==> src/rtl/div_pkg.sv <==
// Shared types and constants for the iterative restoring divider.
package div_pkg;

  localparam int unsigned DIV_WIDTH = 32;
  localparam int unsigned DIV_CNT_W = 6;
  localparam logic [DIV_WIDTH-1:0] DIV_ZERO_QUOTIENT = 32'hFFFF_FFFF;

  typedef enum logic [1:0] {
    IDLE,
    CALC,
    FIX,
    DONE
  } div_state_e;

  // Two's-complement negation, wrapping mod 2^DIV_WIDTH.
  function automatic logic [DIV_WIDTH-1:0] div_neg(input logic [DIV_WIDTH-1:0] v);
    return (~v) + DIV_WIDTH'(1);
  endfunction

  function automatic logic [DIV_WIDTH-1:0] div_abs(input logic [DIV_WIDTH-1:0] v);
    return v[DIV_WIDTH-1] ? div_neg(v) : v;
  endfunction

endpackage

==> src/rtl/div_unit_32bit_if.sv <==
// Request/result bundle between the execute stage and the divider.
interface div_unit_32bit_if;
  import div_pkg::*;

  logic                 start;
  logic                 is_signed;
  logic [DIV_WIDTH-1:0] dividend;
  logic [DIV_WIDTH-1:0] divisor;
  logic                 busy;
  logic                 done;
  logic [DIV_WIDTH-1:0] quotient;
  logic [DIV_WIDTH-1:0] remainder;
  logic                 div_zero;

  modport master (
    output start, is_signed, dividend, divisor,
    input  busy, done, quotient, remainder, div_zero
  );

  modport slave (
    input  start, is_signed, dividend, divisor,
    output busy, done, quotient, remainder, div_zero
  );

endinterface

==> src/rtl/SUB_32bit.sv <==
// 32-bit subtractor: diff = a - b - cin, with borrow-out and signed overflow.
module SUB_32bit (
  input  logic [31:0] a,
  input  logic [31:0] b,
  input  logic        cin,
  output logic [31:0] diff,
  output logic        borrow,
  output logic        ovf
);

  logic [32:0] full_c;

  assign full_c = {1'b0, a} - {1'b0, b} - 33'(cin);
  assign diff   = full_c[31:0];
  assign borrow = full_c[32];
  assign ovf    = (a[31] ^ b[31]) & (diff[31] ^ a[31]);

endmodule

==> src/rtl/div_unit_32bit.sv <==
// Iterative restoring divider for MIPS DIV/DIVU, one quotient bit per cycle.
// Define DIV_SIGNED_EN to honour is_signed; otherwise every divide is unsigned.
module div_unit_32bit
  import div_pkg::*;
(
  input logic              clk,
  input logic              rst_n,
  div_unit_32bit_if.slave  bus
);

  div_state_e           state_q, state_d;
  logic [DIV_CNT_W-1:0] cnt_q, cnt_d;
  logic [DIV_WIDTH-1:0] prem_q, prem_d;
  logic [DIV_WIDTH-1:0] dvd_q, dvd_d;
  logic [DIV_WIDTH-1:0] dvs_q, dvs_d;
  logic [DIV_WIDTH-1:0] quo_q, quo_d;
  logic [DIV_WIDTH-1:0] rem_q, rem_d;
  logic                 busy_q, busy_d;
  logic                 done_q, done_d;
  logic                 dz_q, dz_d;
`ifdef DIV_SIGNED_EN
  logic                 neg_quo_q, neg_quo_d;
  logic                 neg_rem_q, neg_rem_d;
`else
  logic                 signed_unused;
  assign signed_unused = bus.is_signed;
`endif

  logic                 shift_top_c;
  logic [DIV_WIDTH-1:0] shift_low_c;
  logic [DIV_WIDTH-1:0] trial_c;
  logic                 borrow_c;
  logic                 sub_ovf_unused;

  assign shift_top_c = prem_q[DIV_WIDTH-1];
  assign shift_low_c = {prem_q[DIV_WIDTH-2:0], dvd_q[DIV_WIDTH-1]};

  SUB_32bit u_sub (
    .a      (shift_low_c),
    .b      (dvs_q),
    .cin    (1'b0),
    .diff   (trial_c),
    .borrow (borrow_c),
    .ovf    (sub_ovf_unused)
  );

  always_ff @(posedge clk or negedge rst_n) begin
    if (!rst_n) begin
      state_q   <= IDLE;
      cnt_q     <= '0;
      prem_q    <= '0;
      dvd_q     <= '0;
      dvs_q     <= '0;
      quo_q     <= '0;
      rem_q     <= '0;
      busy_q    <= 1'b0;
      done_q    <= 1'b0;
      dz_q      <= 1'b0;
`ifdef DIV_SIGNED_EN
      neg_quo_q <= 1'b0;
      neg_rem_q <= 1'b0;
`endif
    end else begin
      state_q   <= state_d;
      cnt_q     <= cnt_d;
      prem_q    <= prem_d;
      dvd_q     <= dvd_d;
      dvs_q     <= dvs_d;
      quo_q     <= quo_d;
      rem_q     <= rem_d;
      busy_q    <= busy_d;
      done_q    <= done_d;
      dz_q      <= dz_d;
`ifdef DIV_SIGNED_EN
      neg_quo_q <= neg_quo_d;
      neg_rem_q <= neg_rem_d;
`endif
    end
  end

  always_comb begin
    state_d = state_q;
    cnt_d   = cnt_q;
    prem_d  = prem_q;
    dvd_d   = dvd_q;
    dvs_d   = dvs_q;
    quo_d   = quo_q;
    rem_d   = rem_q;
    dz_d    = dz_q;
`ifdef DIV_SIGNED_EN
    neg_quo_d = neg_quo_q;
    neg_rem_d = neg_rem_q;
`endif

    unique case (state_q)
      IDLE: begin
        if (bus.start) begin
          if (bus.divisor == '0) begin
            state_d = DONE;
            quo_d   = DIV_ZERO_QUOTIENT;
            rem_d   = bus.dividend;
            dz_d    = 1'b1;
          end else begin
            state_d = CALC;
            cnt_d   = '0;
            prem_d  = '0;
            dvd_d   = bus.dividend;
            dvs_d   = bus.divisor;
`ifdef DIV_SIGNED_EN
            neg_quo_d = 1'b0;
            neg_rem_d = 1'b0;
            if (bus.is_signed) begin
              dvd_d     = div_abs(bus.dividend);
              dvs_d     = div_abs(bus.divisor);
              neg_quo_d = bus.dividend[DIV_WIDTH-1] ^ bus.divisor[DIV_WIDTH-1];
              neg_rem_d = bus.dividend[DIV_WIDTH-1];
            end
`endif
          end
        end
      end
      CALC: begin
        // Shifted-out MSB set means the shifted value exceeds any divisor.
        if (shift_top_c || !borrow_c) begin
          prem_d = trial_c;
          dvd_d  = {dvd_q[DIV_WIDTH-2:0], 1'b1};
        end else begin
          prem_d = shift_low_c;
          dvd_d  = {dvd_q[DIV_WIDTH-2:0], 1'b0};
        end
        cnt_d = cnt_q + DIV_CNT_W'(1);
        if (cnt_q == DIV_CNT_W'(DIV_WIDTH - 1)) state_d = FIX;
      end
      FIX: begin
        state_d = DONE;
        dz_d    = 1'b0;
`ifdef DIV_SIGNED_EN
        quo_d   = neg_quo_q ? div_neg(dvd_q) : dvd_q;
        rem_d   = neg_rem_q ? div_neg(prem_q) : prem_q;
`else
        quo_d   = dvd_q;
        rem_d   = prem_q;
`endif
      end
      DONE: begin
        // Stay until the done pulse has been issued (one extra cycle on /0).
        if (done_q) state_d = IDLE;
      end
      default: state_d = IDLE;
    endcase

    busy_d = (state_d != IDLE);
    done_d = (state_q == FIX) || ((state_q == DONE) && !done_q);
  end

  assign bus.busy      = busy_q;
  assign bus.done      = done_q;
  assign bus.quotient  = quo_q;
  assign bus.remainder = rem_q;
  assign bus.div_zero  = dz_q;

endmodule

==> src/flat_wrapper.sv <==
// flat-port wrapper written by rule: the top's interface ports become plain ports
module div_unit_32bit_flat import div_pkg::*;
  (clk, rst_n, bus_start, bus_is_signed, bus_dividend, bus_divisor, bus_busy, bus_done, bus_quotient, bus_remainder, bus_div_zero);
  div_unit_32bit_if bus_i ();
  input logic clk;
  input logic rst_n;
  input wire logic [$bits(bus_i.start)-1:0] bus_start;
  input wire logic [$bits(bus_i.is_signed)-1:0] bus_is_signed;
  input wire logic [$bits(bus_i.dividend)-1:0] bus_dividend;
  input wire logic [$bits(bus_i.divisor)-1:0] bus_divisor;
  output wire logic [$bits(bus_i.busy)-1:0] bus_busy;
  output wire logic [$bits(bus_i.done)-1:0] bus_done;
  output wire logic [$bits(bus_i.quotient)-1:0] bus_quotient;
  output wire logic [$bits(bus_i.remainder)-1:0] bus_remainder;
  output wire logic [$bits(bus_i.div_zero)-1:0] bus_div_zero;
  assign bus_i.start = bus_start;
  assign bus_i.is_signed = bus_is_signed;
  assign bus_i.dividend = bus_dividend;
  assign bus_i.divisor = bus_divisor;
  assign bus_busy = bus_i.busy;
  assign bus_done = bus_i.done;
  assign bus_quotient = bus_i.quotient;
  assign bus_remainder = bus_i.remainder;
  assign bus_div_zero = bus_i.div_zero;
  div_unit_32bit u_core (.clk(clk), .rst_n(rst_n), .bus(bus_i));
endmodule
==> config.mk <==
export PLATFORM = sky130hd
export DESIGN_NAME = div_unit_32bit_flat
export DESIGN_NICKNAME = d
export VERILOG_FILES = /design/src/rtl/div_pkg.sv /design/src/rtl/div_unit_32bit_if.sv /design/src/rtl/SUB_32bit.sv /design/src/rtl/div_unit_32bit.sv /design/src/flat_wrapper.sv
export SDC_FILE = /design/constraint.sdc
export NUM_CORES = 1
export LEC_CHECK = 0
export CORE_MARGIN = 4
export CORE_UTILIZATION = 60
export DETAILED_ROUTE_END_ITERATION = 8
export GPL_TIMING_DRIVEN = 0
export MAX_ROUTING_LAYER = met4
export PLACE_DENSITY = 0.85
export SYNTH_ARGS = -nofsm -noshare
export SYNTH_HDL_FRONTEND = slang
export SYNTH_HIERARCHICAL = 1
export SYNTH_SLANG_ARGS = --single-unit
export TNS_END_PERCENT = 100
==> constraint.sdc <==
create_clock -name clk -period 6.9 [get_ports clk]
set_input_delay 1.38 -clock clk [delete_from_list [all_inputs] [get_ports clk]]
set_output_delay 1.38 -clock clk [all_outputs]
set_load 0.005 [all_outputs]
**Word level (Yosys, flattened, before mapping)**

Index checks and enable logic that the tools add are counted.

- Flip-flop bits (word level): 171
- Latch bits: 0
- Memory bits (writable): 0
- Bits in read-only memories: 0
- Input port bits: 68
- Output and inout bits: 67
- Memories kept: 0

- $add $sub $neg: 2
- Multiply operators: 0
- Div/mod/pow operators: 0
- Magnitude comparators: 0
- Equal/unequal tests: 7
- Shifts and indexed selects: 0
- Mux-type cells: 25
- Bitwise gates (word level): 1
- Reduce and logical (&&, ||, !) cells: 13

Operator list:

| operator | number |
|---|---|
| $mux W32 | 9 |
| $pmux W32 S2 | 4 |
| $sub A32 B32 Y33 | 1 |
| $logic_not A32 Y1 | 1 |
| $mux W6 | 2 |
| $pmux W6 S2 | 1 |
| $reduce_and A3 Y1 | 3 |
| $mux W2 | 4 |
| $pmux W2 S4 | 1 |
| $add A6 B1 Y6 const B | 1 |
| $eq A6 B5 Y1 const B | 1 |
| $reduce_bool A2 Y1 | 3 |
| $eq A2 B2 Y1 const B | 2 |
| $ne A2 B2 Y1 const B | 2 |
| $mux W1 | 3 |
| $eq A2 B1 Y1 const B | 1 |
| $logic_not A1 Y1 | 2 |
| $logic_not A2 Y1 | 1 |
| $logic_or A1 B1 Y1 | 2 |
| $ne A2 B1 Y1 const B | 1 |
| $pmux W1 S2 | 1 |
| $logic_and A1 B1 Y1 | 1 |
| $not A1 Y1 | 1 |

**Longest topological paths before layout**

- Depth after elaboration: 5
- Gate-level depth with buffers: 18
- Gate-level depth less buffers: 15

**By module**

Netlist, hierarchy kept.

By module, submodules not included:

| module | instances | cells an instance | area each (sq um) |
|---|---|---|---|
| div_unit_32bit | 1 | 832 | 8530.7 |
| SUB_32bit | 1 | 391 | 2673.8 |

**Least setup slack after synthesis**

OpenSTA, ideal clock, no wires.

- Kind: register to register
- Start point: register u_core.dvd_q[31]
- End point: register u_core.prem_q[3]
- Library setup time: 0.120 ns
- Arrival time: 3.348 ns
- Required time: 6.780 ns
- Setup slack: 3.432 ns
- Stages on the path, launching flop included: 16
- Period minus slack after synthesis: 3.468 ns
- Cells stage by stage: dfrtp_1 fa_1 fa_1 nor3b_1 o211ai_1 nand2_1 a21oi_2 o21bai_1 a2111oi_0 a211oi_1 nor2b_1 buf_2 buf_2 mux2i_1 o21ai_0 a31o_2

- Word-level cells in the longest chain between the ends: 5

RTL lines:

| element | line | source |
|---|---|---|
| start: declaration | div_unit_32bit.sv:14 | `logic [DIV_WIDTH-1:0] dvd_q, dvd_d;` |
| start signal: assignment | div_unit_32bit.sv:67 | `dvd_q <= dvd_d;` |
| $sub A32 B32 Y33 | SUB_32bit.sv:13 | `assign full_c = {1'b0, a} - {1'b0, b} - 33'(cin);` |
| net u_core.borrow_c | div_unit_32bit.sv:32 | `logic borrow_c;` |
| $logic_not A1 Y1 | div_unit_32bit.sv:124 | `if (shift_top_c \|\| !borrow_c) begin` |
| $logic_or A1 B1 Y1 | div_unit_32bit.sv:124 |  |
| $mux W32 | div_unit_32bit.sv:124 |  |
| $pmux W32 S2 | div_unit_32bit.sv:95 | `unique case (state_q)` |
| end signal: assignment | div_unit_32bit.sv:66 | `prem_q <= prem_d;` |
| end: declaration | div_unit_32bit.sv:13 | `logic [DIV_WIDTH-1:0] prem_q, prem_d;` |

The timed path passes the listed nets, and every way through them passes these cells.
A chain may end at the register's enable or synchronous reset.

**Worst setup path in the final report**

- Start point: register u_core.dvd_q[31]
- End point: register u_core.prem_q[24]

The elaborated chain is that of the path after synthesis.

==> flow_metrics.tcl <==
set metrics [dict create \
    worst_slew_pin_slew_ps 717.9 \
    grt_util_met3_pct 4.101 \
    status "completed" \
    initial_core_util_pct 61.62 \
    htree_levels 4 \
    grt-ovfl-total 0 \
    grtUsageTotal_pct 29.59 \
    cts_setup_buffers 0 \
    ctsLongestPathBuffers 2 \
    place.port_buffers 133 \
    die_w_um 144.5 \
    floorplan.die.height_um 144.5 \
    syn_avg_cell_area_um2 9.167 \
    rsz0062_at_grt "false" \
    grtUsageMet2_pct 47.28 \
    grt.met1_usage_pct 39.02 \
    cts_sinks 171 \
    grt_max_degree 95 \
    crit_path_end_kind "register" \
    critical-path-top-delay-family "compound AO/OA/AOI/OAI gates" \
    routed_wl_um 29890 \
    ant_nets 0 \
    grt_pass1_wl_um 47790 \
    slew_headroom_pct 52.14 \
    drv_cap 0 \
    drive_gt1_share_pct 13.72 \
    timing.hold.ws_ps 510.5 \
    fp.coreArea_um2 18150 \
    io_pins 135 \
    fin_tns_setup_ps 0 \
    post-place-cells 1583 \
    die_area_um2 20890 \
    holdCritPathClass "register to register" \
    first_global_vias 9537 \
    fin_crit_sh_pct 62.33 \
    max_freq_mhz 232.5 \
    cts_tree "built" \
    yosys_warnings 6 \
    start_kind "register" \
    busiest_layer "met2" \
    numCtsBuffers 17 \
    cts_resized 0 \
    antenna_found_initial 0 \
    worstSkewPairLatency_ps 430 \
    crit_type "register to register" \
    diodes 0 \
    setup_viol 0 \
    critPathRequiredTime_ps 7210 \
    hold_viol 0 \
    cp_num_buf_inv 2 \
    cp_max_fo 10 \
    fin_ws_ps 2599 \
    rrSetupSlack_ps 2600 \
    syn_area_um2 11180 \
    post-route-util_pct 73.95 \
    drt_iter0_markers 850 \
    p_leak_nw 5.577 \
    worstPathCellList "fa_1 -> fa_1 -> nor3b_1 -> o211ai_1 -> nand2_1 -> a21oi_2 -> o21bai_1 -> a2111oi_0 -> a211oi_1 -> nor2b_1 -> buf_2 -> buf_2 -> mux2i_1 -> o21ai_0 -> a31o_2" \
    remaining_drc_errors 0 \
    finalCriticalPeriod_ps 4301 \
    area_growth_pct 20.00 \
    drtPass1Iterations 5 \
    nets 1506 \
    dp_hpwl_um 22660 \
    path_clk_slew_ps 70 \
    max_stage_delay_ps 510 \
    cellPowerDensity_nw_per_um2 647.1 \
    vdd_drop_max_mv 0.3447 \
    gp_congestion 0.9458 \
    syn_nets 1353 \
    fin_skew_ps 9.819 \
    cts_root_buffer "clkbuf_16" \
    finalNonFillerCells 1614 \
    place_ws_ps 2758 \
    netlist_instances 1220 \
    critPathArrivalTime_ps 4610 \
    holdBufCountCts 0 \
    drv_slew 0 \
    worst_path_max_delay_cell "fa_1" \
    routedWlPerCell_um 18.52 \
    vias_per_cell 6.309 \
    fp-row-count 49 \
    num_vias 10180 \
]
final cells by class:
class	instances	area, um2
timing repair buffer	134	1364
inverter	137	514.2
multi-input combinational	822	5942
fill	1369	4727
tap	229	286.5
buffer	90	447.9
clock buffer	18	429.2
clock inverter	13	157.7
sequential	171	4279
worst register-to-register path, cell delays in order (launching register included):
cell       delay [ps]
dfrtp_1           480
fa_1              510
fa_1              450
nor3b_1           310
o211ai_1          130
nand2_1           160
a21oi_2           100
o21bai_1          250
a2111oi_0         150
a211oi_1          300
nor2b_1           190
buf_2             190
buf_2             330
mux2i_1           270
o21ai_0           130
a31o_2            250
placed cells by master, fill, tap and decap left out, types with 51 or more instances in the layout:
cell type          n
a211oi_1          64
o22ai_1           95
clkbuf_1          51
ha_1              63
a21oi_1           70
dfrtp_1          171
nand2_1           73
nor2_1           118
inv_1            135
clkdlybuf4s50_1  132
through the flow:
step / power [mW] / cell area [um2]
4_1_cts: 8.606 / 13420
3_3_place_gp: 7.367 / 12800
2_1_floorplan: 6.230 / 11180
5_1_grt: 9.422 / 13420
3_5_place_dp: 7.593 / 12830
6_report: 8.684 / 13420
path summary, 6_finish.rpt:
| kind | start | end | cells past startpoint |
|---|---|---|---|
| worst max-delay path | u_core/dvd_q[31] | u_core/prem_q[24] | 15 |
| worst min-delay path | u_core/dvs_q[1] | u_core/dvs_q[1] | 1 |
| worst max register to register | u_core/dvd_q[31] | u_core/prem_q[24] | 15 |
| worst min register to register | u_core/dvs_q[1] | u_core/dvs_q[1] | 1 |
| max in group asynchronous | rst_n | u_core/dvs_q[20] | 2 |
| min in group asynchronous | rst_n | u_core/bus.quotient[7] | 1 |
flip-flops by register name, indices dropped and copies added, names as in the netlist:
register / count
u_core/bus.busy: 1
u_core/bus.div_zero: 1
u_core/bus.done: 1
u_core/bus.quotient: 32
u_core/bus.remainder: 32
u_core/cnt_q: 6
u_core/dvd_q: 32
u_core/dvs_q: 32
u_core/prem_q: 32
u_core/state_q: 2
power breakdown:
| group | switching (mW) | internal [mW] |
|---|---|---|
| clock | 0.421 | 0.541 |
| sequential | 0.425 | 1.42 |
| combinational | 3.17 | 2.70 |
metal layers:
layer | up-vias | routed length [um]
met5 | - | 0
li1 | 4744 | -
met2 | 500 | 14190
met3 | 71 | 2255
met4 | 0 | 850
met1 | 4868 | 12590
No activity file was read; power rests on OpenSTA's default activity.
